File: src/rtl/vector_crc_consumer.sv
// vector_crc_consumer: pulls FRAME_LEN bytes, one request at a time, from an
// upstream vector buffer and folds each byte into a CRC-8 (poly 0x07, MSB-first,
// init 0x00). Empty responses are retried. After more than RETRY_MAX consecutive
// empties the frame aborts with an error pulse. All outputs are registered.
module vector_crc_consumer #(
    parameter int unsigned FRAME_LEN = 4,
    parameter int unsigned RETRY_MAX = 15
) (
    input  logic       clk,
    input  logic       rst,
    input  logic       start,
    output logic       req,
    input  logic [7:0] vector,
    input  logic       valid,
    output logic       busy,
    output logic       done,
    output logic       error,
    output logic [7:0] crc,
    output logic [7:0] count
);

    typedef enum logic [1:0] {
        S_IDLE = 2'd0,
        S_REQ  = 2'd1,
        S_WAIT = 2'd2,
        S_FIN  = 2'd3
    } state_t;

    localparam logic [7:0] FRAME_LEN_B = 8'(FRAME_LEN);
    // The retry limit may be 255, so the incremented counter is compared with one spare bit.
    localparam logic [8:0] RETRY_MAX_W = 9'(RETRY_MAX);

    state_t     state_q, state_d;
    logic [7:0] crc_q, crc_d;
    logic [7:0] count_q, count_d;
    logic [7:0] retry_q, retry_d;
    logic       req_q, req_d;
    logic       busy_q, busy_d;
    logic       done_q, done_d;
    logic       error_q, error_d;

    logic [7:0] count_inc;
    logic [8:0] retry_inc;

    // One full byte of CRC-8 (poly 0x07) in a single cycle; data is crc^vector.
    function automatic logic [7:0] crc8_byte(input logic [7:0] data);
        logic [7:0] r;
        r = data;
        for (int i = 0; i < 8; i++) begin
            r = r[7] ? ((r << 1) ^ 8'h07) : (r << 1);
        end
        return r;
    endfunction

    // Next-state, datapath and registered-output decode.
    always_comb begin
        // NOTE: every signal gets a default before the case so no path leaves one unassigned (no latches).
        state_d   = state_q;
        crc_d     = crc_q;
        count_d   = count_q;
        retry_d   = retry_q;
        error_d   = 1'b0;
        count_inc = count_q + 8'd1;
        retry_inc = {1'b0, retry_q} + 9'd1;

        case (state_q)
            S_IDLE: begin
                if (start) begin
                    state_d = S_REQ;
                    crc_d   = 8'h00;
                    count_d = 8'h00;
                    retry_d = 8'h00;
                end
            end
            S_REQ: begin
                state_d = S_WAIT;
            end
            S_WAIT: begin
                if (valid) begin
                    crc_d   = crc8_byte(crc_q ^ vector);
                    count_d = count_inc;
                    retry_d = 8'h00;
                    state_d = (count_inc == FRAME_LEN_B) ? S_FIN : S_REQ;
                end else begin
                    // Empty response: CRC and count are untouched, even on abort.
                    retry_d = retry_inc[7:0];
                    if (retry_inc > RETRY_MAX_W) begin
                        state_d = S_IDLE;
                        error_d = 1'b1;
                    end else begin
                        state_d = S_REQ;
                    end
                end
            end
            S_FIN: begin
                state_d = S_IDLE;
            end
            default: begin
                state_d = S_IDLE;
            end
        endcase

        // Outputs are decoded from the next state so they line up with the state register.
        req_d  = (state_d == S_REQ);
        busy_d = (state_d != S_IDLE);
        done_d = (state_d == S_FIN);
    end

    // State, datapath and output registers with synchronous reset.
    always_ff @(posedge clk) begin
        // NOTE: sequential state uses non-blocking assignments only, so every flop samples pre-edge values.
        if (rst) begin
            state_q <= S_IDLE;
            crc_q   <= 8'h00;
            count_q <= 8'h00;
            retry_q <= 8'h00;
            req_q   <= 1'b0;
            busy_q  <= 1'b0;
            done_q  <= 1'b0;
            error_q <= 1'b0;
        end else begin
            state_q <= state_d;
            crc_q   <= crc_d;
            count_q <= count_d;
            retry_q <= retry_d;
            req_q   <= req_d;
            busy_q  <= busy_d;
            done_q  <= done_d;
            error_q <= error_d;
        end
    end

    assign req   = req_q;
    assign busy  = busy_q;
    assign done  = done_q;
    assign error = error_q;
    assign crc   = crc_q;
    assign count = count_q;

endmodule

File: config.mk
export PLATFORM = sky130hd
export DESIGN_NAME = vector_crc_consumer
export DESIGN_NICKNAME = d
export VERILOG_FILES = /design/src/rtl/vector_crc_consumer.sv
export SDC_FILE = /design/constraint.sdc
export NUM_CORES = 1
export LEC_CHECK = 0
export CAP_MARGIN = 10
export CORE_MARGIN = 2
export CORE_UTILIZATION = 56
export DETAILED_ROUTE_END_ITERATION = 6
export GPL_ROUTABILITY_DRIVEN = 0
export PLACE_DENSITY = 0.91
export SLEW_MARGIN = 20
export SYNTH_ARGS = -nofsm -noshare
export SYNTH_HDL_FRONTEND = slang
export SYNTH_SLANG_ARGS = --single-unit
File: constraint.sdc
create_clock -name clk -period 4.9 [get_ports clk]
set_clock_uncertainty 0.05 [all_clocks]
set_input_delay 0.98 -clock clk [delete_from_list [all_inputs] [get_ports clk]]
set_output_delay 0.98 -clock clk [all_outputs]
set_load 0.02 [all_outputs]
Word level (Yosys, flattened, before mapping)
Index checks and enable logic that the tools add are counted.
W data, S select, Z words.
{ "word_totals": {"reg_bits": 30, "in_bits": 12, "elab_cells": 56} }
{ "classes": {"n_addsub": 2, "magnitude_cmp": 1, "n_eq_ne": 8, "mux": 21, "bitwise_logic": 10, "reduce_logical": 6} }
{ "ops": {"columns": ["cell", "count"], "rows": [
  ["$pmux W8 S2", 3],
  ["$mux W8", 4],
  ["$mux W3", 8],
  ["$not A3 Y3", 8],
  ["$add A8 B1 Y9 const B", 1],
  ["$gt A9 B4 Y1 const B", 1],
  ["$add A8 B1 Y8 const B", 1],
  ["$eq A8 B3 Y1 const B", 1],
  ["$pmux W2 S4", 1],
  ["$xor A8 B8 Y8", 1],
  ["$eq A2 B2 Y1 const B", 3],
  ["$mux W2", 3],
  ["$eq A2 B1 Y1 const B", 2],
  ["$ne A2 B2 Y1 const B", 2],
  ["$reduce_bool A2 Y1", 2],
  ["$reduce_and A3 Y1", 1],
  ["$reduce_or A3 Y1", 1],
  ["$logic_not A2 Y1", 1],
  ["$mux W1", 2],
  ["$reduce_and A2 Y1", 1],
  ["$not A1 Y1", 1]
]} }

Longest topological paths before layout
Gate-level depths: netlist of the first run.
{ "logic_depth": {"ltp_word": 19, "mapped_depth": 6} }

Least setup slack after synthesis of the first run
Ideal clock, no wire load.
{ "synth_path": {"kind": "input port to flip-flop", "start": "input vector[7]", "end": "register crc_q[2], in the netlist crc[2]", "setup_time_ns": 0.062, "arrival_time_ns": 2.367, "required_ns": 4.788, "setup_slack_ns": 2.421, "cell_stages": 5, "n_path_buf": 0, "cell_sequence": "xnor2_2 -> xnor3_1 -> xnor3_1 -> a2111o_1 -> nand3_1"} }
{ "synth_between": {"elab_chain_cells": 7, "word_cells_on_any_way": 9, "cone_classes": "6 x mux; 3 x bitwise"} }
{ "synth_rtl": {"columns": ["element", "line", "text"], "rows": [
  ["start: declaration", "13", "input logic [7:0] vector,"],
  ["$xor A8 B8 Y8 *", "80", "crc_d = crc8_byte(crc_q ^ vector);"],
  ["$mux W3 *", "50", "r = r[7] ? ((r << 1) ^ 8'h07) : (r << 1);"],
  ["$mux W3 / $not A3 Y3 (equally long branches)", null, null],
  ["$not A3 Y3 (no source line) / $mux W3 (equally long branches)", null, null],
  ["$mux W3 *", "50", null],
  ["$mux W8 *", "79", "if (valid) begin"],
  ["$pmux W8 S2 *", "66", "case (state_q)"],
  ["end signal: assignment", "123", "crc_q <= crc_d;"],
  ["end: declaration", "34", "logic [7:0] crc_q, crc_d;"]
]} }
Every way passes the cells marked *; elsewhere a longest branch is shown, timed or not. The select of a mux whose other input is x is not followed.
A chain may end at the register's enable or synchronous reset.

Final worst setup path of the first run
Same ends and word-level chain as after synthesis.

==> out/metrics.csv, run 1 <==
stage,metric,value,unit
clock_tree,# resized after CTS,0,
critical_path,"slowest stage delay, CP",0.44,ns
final_layout,Synth-to-Final Area Change,23.4,%
synthesis,Yosys reg bits,30,
clock_tree,clock-pin slew on the worst setup and hold paths,0.09,ns
critical_path,Worst path slowest cell,clkdlybuf4s50_1,
global_routing,initial antenna violation count,0,
synthesis,Ys Warns,0,
synthesis,Post-Synthesis Cells,203,
critical_path,RR Endpoint,req,
floorplan,number of I/O pins,32,
synthesis,asr flop ratio synth,0,%
clock_tree,CTS tree,built,
synthesis,Netlist cell types,42,
sta,Slew Limit Fails,0,
critical_path,CP cell instances,clkdlybuf4s50_1 -> xnor2_2 -> xnor3_1 -> xnor3_1 -> a2111o_1 -> nand3_1,
final_layout,layout cell share with drive strength beyond 1,5.53,%
global_routing,GRT Overall Usage,24.2,%
global_routing,first-pass GRT wire length,6470,um
clock_tree,htree depth,2,
final_layout,"Core Util, Final",71.6,%
drt,WL per Instance,14.2,um
synthesis,Avg Inst Size Synth,8.59,um2
global_routing,met2 Use GR,38.0,%
worst_hold_path,worst hold path type,reg -> reg,
drt,DR pass1 iterations,4,
synthesis,main flop type after synthesis,dfxtp_1,
floorplan,chip height,59.8,um
worst_hold_path,HP Start,retry_q[6],
critical_path,"CP delay by family, top",XOR/XNOR gates,
global_routing,met3 usage,6.71,%
sta,final setup fails,0,
drt,WL final,3820,um
final_layout,n_diodes,0,
clock_tree,hold_buf cts,0,
critical_path,RR Startpoint,retry_q[0],
floorplan,FP Rows,20,
global_routing,largest net degree at the start of global routing,34,
sta,period utilization,55.2,%
run,Max Cap Viol,0,
critical_path,Critical path buffers and inverters,1,
synthesis,"Seq/Total Area, Yosys",34.5,%
synthesis,Mapped Area,1740,um2
floorplan,Core Box Area,3000,um2
floorplan,chip width,59.8,um
critical_path,crit-path max FO,3,
sta,hold slack,0.450,ns
drt,Via Count,1569,
critical_path,Worst Path Arrival,2.93,ns
synthesis,"area leader, netlist",dfxtp_1,
clock_tree,clk buf depth,2,
synthesis,Area contributors post-synth,"dfxtp_1 34%, xnor2_1 6.5%, nor2_1 5.4%",
clock_tree,Post-CTS Setup Bufs,0,
sta,Final TNS setup,0,ns
sta,RSZ-0062 raised after global routing,false,
clock_tree,CTS sink cnt,30,
global_routing,M1 GR Usage,30.8,%
final_layout,nets,250,
clock_tree,Root Buffer,clkbuf_4,
floorplan,DIE AREA,3570,um2
drt,Avg Vias per Cell,5.85,
sta,Final Hold Vio Count,0,
sta,Max Fclk,370,MHz
critical_path,Crit path required time,5.12,ns
placement,port buffer count,31,
worst_hold_path,WHS Endpoint,retry_q[6],
critical_path,critical path's most frequent cell,xnor3_1,
power_and_ir_drop,peak supply drop,128,uV
sta,Tmin final,2.70,ns
synthesis,Post-synth EDFFs,0,
critical_path,Critical Path Source Type,input pin,
critical_path,Reg2Reg Setup Slack,2.75,ns
worst_hold_path,hold path cells,2,
drt,ANT nets after route,0,
power_and_ir_drop,power per unit of standard cell area,247,nW/um2
placement,post-DP HPWL,2700,um
power_and_ir_drop,"Power, Total",0.531,mW
drt,drt drc,0,
sta,Worst-Margin Slew,0.437,ns
synthesis,Syn Nets,219,
sta,Slew HR,70.4,%
global_routing,layer with the highest usage,met2,
clock_tree,clk_lat worst skew,0.34,ns
run_status,outcome,"finished, final reports clean",
clock_tree,Num CTS Buffers,5,
floorplan,initial core utilization,58.0,%
drt,DRT iter0 DRCs,87,
critical_path,cells on worst reg2reg path,6,
global_routing,number of global-route vias before repair,1449,
critical_path,kind of critical path,in -> reg,
global_routing,global route overflow,0,
critical_path,Worst setup EP type,flip-flop,
synthesis,Synth top area share,34.5,%
power_and_ir_drop,P_leak,0.796,nW
how the worst max path moves through the flow:
stage | start | end | slack (ns) | cells past startpoint
2_1_floorplan | vector[7] | crc[2] | 2.42 | 5
3_3_place_gp | vector[7] | crc[2] | 1.89 | 6
3_5_place_dp | vector[7] | crc[2] | 1.86 | 6
4_1_cts | vector[7] | crc[2] | 2.21 | 6
5_1_grt | vector[7] | crc[2] | 2.14 | 6
6_report | vector[7] | crc[2] | 2.20 | 6
cells in the final DEF (no fill, tap or decap), types with 5 or more instances in the layout:
cell type / n
nor2_1: 25
o21ai_0: 11
dfxtp_1: 30
clkdlybuf4s50_1: 31
a21oi_1: 13
nand3_1: 5
nor3_1: 7
xnor2_1: 13
nand2_1: 16
a22oi_1: 10
clkbuf_4: 5
layout make-up:
type | instances | area, um2
clock buffers | 8 | 78.8
fillers | 240 | 852
inverters | 1 | 3.75
multi-input cells | 164 | 1110
flip-flops and latches | 30 | 601
well taps | 33 | 41.3
repair buffers | 32 | 318
cells by family (layout without fill, tap and decap cells):
logic type / count (synthesis) / in the layout / share of synthesized area (%)
buf+inv: 9 / 41 / 1.94
simple gates: 86 / 86 / 25.1
flops: 30 / 30 / 34.5
xor+xnor: 23 / 23 / 16.4
fa+ha+maj: 4 / 4 / 2.87
mux: 1 / 1 / 0.574
compound gates: 50 / 50 / 18.7
flip-flops by register name, summed over array words and instances, names as in the netlist:
signal,flops
done,1
state_q,2
error,1
busy,1
req,1
crc,8
count,8
retry_q,8
synth_stat cells (2+ instances only):
master     n
a2111o_1   2
a21boi_0   2
a21o_1     2
a21oi_1   13
a22oi_1   10
a311oi_1   2
a31oi_1    4
and2_1     4
and3_1     4
clkbuf_1   7
dfxtp_1   30
ha_1       4
nand2_1   16
nand2b_1   4
nand3_1    5
nand3b_1   3
nand4_1    4
nor2_1    25
nor2b_1    4
nor3_1     7
nor3b_1    2
o21ai_0   11
or2_2      2
xnor2_1   13
xnor3_1    2
xor2_1     4
xor3_1     2
per-stage QoR:
step	instance area, um2	instances	setup slack, ns
final	2150	268	2.20
after global routing	2150	268	2.14
after CTS	2150	268	2.21
after detailed placement	2070	260	1.86
after global placement	2070	260	1.89
after floorplan	1740	203	2.42
layer usage:
metal  share of wire (%)  routed length, um
met4                 2.2                 85
met5                   0                  0
met3                 3.9                147
met1                  46               1740
met2                  48               1840
power by group:
part / switching (mW) / total (mW) / internal (mW)
sequential: 0.00510 / 0.254 / 0.249
combinational: 0.0454 / 0.0908 / 0.0454
clock: 0.0880 / 0.186 / 0.0980
worst reg2reg max path, delay by kind of cell (launching register included):
| family | cells | cell delay (ns) |
|---|---|---|
| flip-flops | 1 | 0.50 |
| adder cells (fa/ha/maj) | 1 | 0.33 |
| AO/OA/AOI/OAI | 2 | 0.78 |
| AND/OR/NAND/NOR | 3 | 0.37 |
Note: power is estimated with default switching activity, not from simulation.
==> inputs of run 2 (changes only) <==
--- a/config.mk
+++ b/config.mk
@@ -7,10 +7,10 @@
 export LEC_CHECK = 0
 export CAP_MARGIN = 10
 export CORE_MARGIN = 2
-export CORE_UTILIZATION = 56
+export CORE_UTILIZATION = 47
 export DETAILED_ROUTE_END_ITERATION = 6
 export GPL_ROUTABILITY_DRIVEN = 0
-export PLACE_DENSITY = 0.91
+export PLACE_DENSITY = 0.82
 export SLEW_MARGIN = 20
 export SYNTH_ARGS = -nofsm -noshare
 export SYNTH_HDL_FRONTEND = slang
==> constraint.sdc (replaced) <==
create_clock -name clk -period 2.3 [get_ports clk]
set_clock_uncertainty 0.05 [all_clocks]
set_input_delay 0.46 -clock clk [delete_from_list [all_inputs] [get_ports clk]]
set_output_delay 0.46 -clock clk [all_outputs]
set_load 0.02 [all_outputs]
==> out/metrics.csv, run 2 (synthesized netlist as in run 1, its figures left out) <==
stage,metric,value,unit
run_status,outcome,"finished, final reports clean",
clock_tree,CTS tree,built,
worst_hold_path,HP Start,retry_q[6],
worst_hold_path,worst hold path type,reg -> reg,
sta,Slew Limit Fails,0,
worst_hold_path,hold path cells,2,
critical_path,kind of critical path,in -> reg,
sta,Slew HR,71.0,%
final_layout,Finished Cell Area,2310,um2
final_layout,"Core Util, Final",63.9,%
final_layout,nets,262,
floorplan,chip height,64.9,um
power_and_ir_drop,Comb pwr share,17.8,%
critical_path,Reg2Reg Setup Slack,0.22,ns
sta,post-route setup slack,0.175,ns
drt,WL final,4030,um
final_layout,post-route insts no fill,295,
drt,Avg Vias per Cell,5.40,
floorplan,initial core utilization,48.3,%
floorplan,chip width,64.9,um
power_and_ir_drop,clock power share,39.4,%
placement,placed inst area,2190,um2
sta,RSZ-0062 raised after global routing,false,
placement,Setup WS pre-CTS,-0.0938,ns
floorplan,FP Rows,22,
final_layout,most frequent cells in the layout,"31 x clkdlybuf4s50_1, 30 x dfxtp_1, 25 x nor2_1",
placement,port buffer count,31,
sta,Worst-Margin Slew,0.433,ns
sta,Tmin final,2.12,ns
critical_path,Worst Path Arrival,2.30,ns
clock_tree,clk_lat worst skew,0.28,ns
drt,drt drc,0,
floorplan,number of I/O pins,32,
global_routing,number of global-route vias before repair,1430,
critical_path,Crit path required time,2.47,ns
critical_path,RR Endpoint,req,
floorplan,Core Box Area,3610,um2
power_and_ir_drop,P_leak,0.868,nW
critical_path,RR Startpoint,retry_q[1],
global_routing,global route overflow,0,
power_and_ir_drop,P_int,0.951,mW
critical_path,Worst setup EP type,flip-flop,
drt,ANT nets after route,0,
power_and_ir_drop,"Power, Total",1.26,mW
global_routing,GRT Overall Usage,20.7,%
drt,Via Count,1593,
critical_path,crit-path max FO,3,
critical_path,cells on worst reg2reg path,6,
clock_tree,hold_buf cts,0,
clock_tree,htree depth,2,
final_layout,Synth-to-Final Area Change,32.3,%
final_layout,layout cell share with drive strength beyond 1,10.5,%
sta,period utilization,92.4,%
clock_tree,clock-pin slew on the worst setup and hold paths,0.07,ns
power_and_ir_drop,power per unit of standard cell area,547,nW/um2
clock_tree,CTS sink cnt,30,
clock_tree,Root Buffer,clkbuf_8,
clock_tree,Num CTS Buffers,5,
final_layout,# fillers,303,
placement,DP Cell Count,287,
drt,WL per Instance,13.7,um
final_layout,n_diodes,0,
power_and_ir_drop,Reg power frac,42.8,%
sta,Final Hold Vio Count,0,
run,Max Cap Viol,0,
worst_hold_path,WHS Endpoint,retry_q[6],
global_routing,largest net degree at the start of global routing,21,
sta,final setup fails,0,
power_and_ir_drop,Psw,0.311,mW
drt,DR pass1 iterations,4,
power_and_ir_drop,peak supply drop,447,uV
global_routing,first-pass GRT wire length,6710,um
placement,post-DP HPWL,2870,um
sta,Max Fclk,471,MHz
floorplan,DIE AREA,4210,um2
clock_tree,clk buf depth,2,
final_layout,"leading cell type in the layout, fill and taps excluded",clkdlybuf4s50_1,
drt,DRT iter0 DRCs,71,
power_and_ir_drop,Sw Ratio,24.7,%
global_routing,initial antenna violation count,0,
critical_path,Critical Path Source Type,input pin,
run 2: changes by cell type in the layout (fill, tap and decap cells not counted):
cell	previous run	this run
ha_2	0	1
buf_4	1	12
ha_1	4	3
buf_12	0	1
clkbuf_8	3	8
clkbuf_4	5	0
run 2: how the worst max path moves through the flow:
stage	startpoint	end	slack, ns	cells past startpoint
detailed placement	vector[7]	crc[2]	-0.09	7
global placement	vector[7]	crc[2]	-0.05	7
floorplan	vector[7]	crc[2]	0.34	5
CTS	vector[7]	crc[2]	0.17	7
finish	vector[7]	crc[2]	0.18	7
global route	retry_q[1]	req	0.06	6
run 2: area by class of cell:
class / count / area (um2) / area share, %
Sequential cell: 30 / 601 / 26.0
Clock buffer: 8 / 110 / 4.77
Timing Repair Buffer: 44 / 420 / 18.2
Tap cell: 48 / 60.1 / 2.60
Multi-Input combinational cell: 164 / 1110 / 48.2
Inverter: 1 / 3.75 / 0.163
run 2: layer usage:
layer | global-route usage, % | part of all wire, % | wire length (um)
met5 | 0 | 0 | 0
met4 | 8.78 | 1.8 | 73
met3 | 4.17 | 4.3 | 174
met2 | 32.2 | 46 | 1830
met1 | 27.8 | 48 | 1950
run 2: stage by stage:
stage / setup TNS (ns) / hold WS (ns)
finish: 0 / 0.456
global route: 0 / 0.479
CTS: 0 / 0.455
detailed placement: -0.0938 / 0.445
global placement: -0.0504 / 0.430
floorplan: 0 / 0.413
run 2: worst max-delay path, stage by stage:
cell and delay, ns:
clkdlybuf4s50_1 0.44, xnor2_2 0.26, buf_12 0.16, xnor2_4 0.12, xnor3_1 0.38, a2111o_1 0.40
nand3_1 0.08
run 2: repair_timing:
| item | CTS | global route |
|---|---|---|
| resized for setup | 0 | 1 |
| setup endpoints to repair | 0 | 1 |
| setup buffers | 0 | 0 |
run 2: power by group through the flow:
stage / clock network (mW) / registers (mW) / logic, mW
2_1_floorplan: 0 / 0.560 / 0.125
3_3_place_gp: 0 / 0.551 / 0.218
3_5_place_dp: 0 / 0.551 / 0.224
4_1_cts: 0.506 / 0.540 / 0.225
5_1_grt: 0.528 / 0.541 / 0.244
6_report: 0.498 / 0.540 / 0.224
==> inputs of run 3 (changes only) <==
--- a/config.mk
+++ b/config.mk
@@ -5,7 +5,7 @@
 export SDC_FILE = /design/constraint.sdc
 export NUM_CORES = 1
 export LEC_CHECK = 0
-export CAP_MARGIN = 10
+export CAP_MARGIN = 20
 export CORE_MARGIN = 2
 export CORE_UTILIZATION = 47
 export DETAILED_ROUTE_END_ITERATION = 6
==> results of run 3 <==
No change in the layout: final DEF, timing and power equal those of run 2.
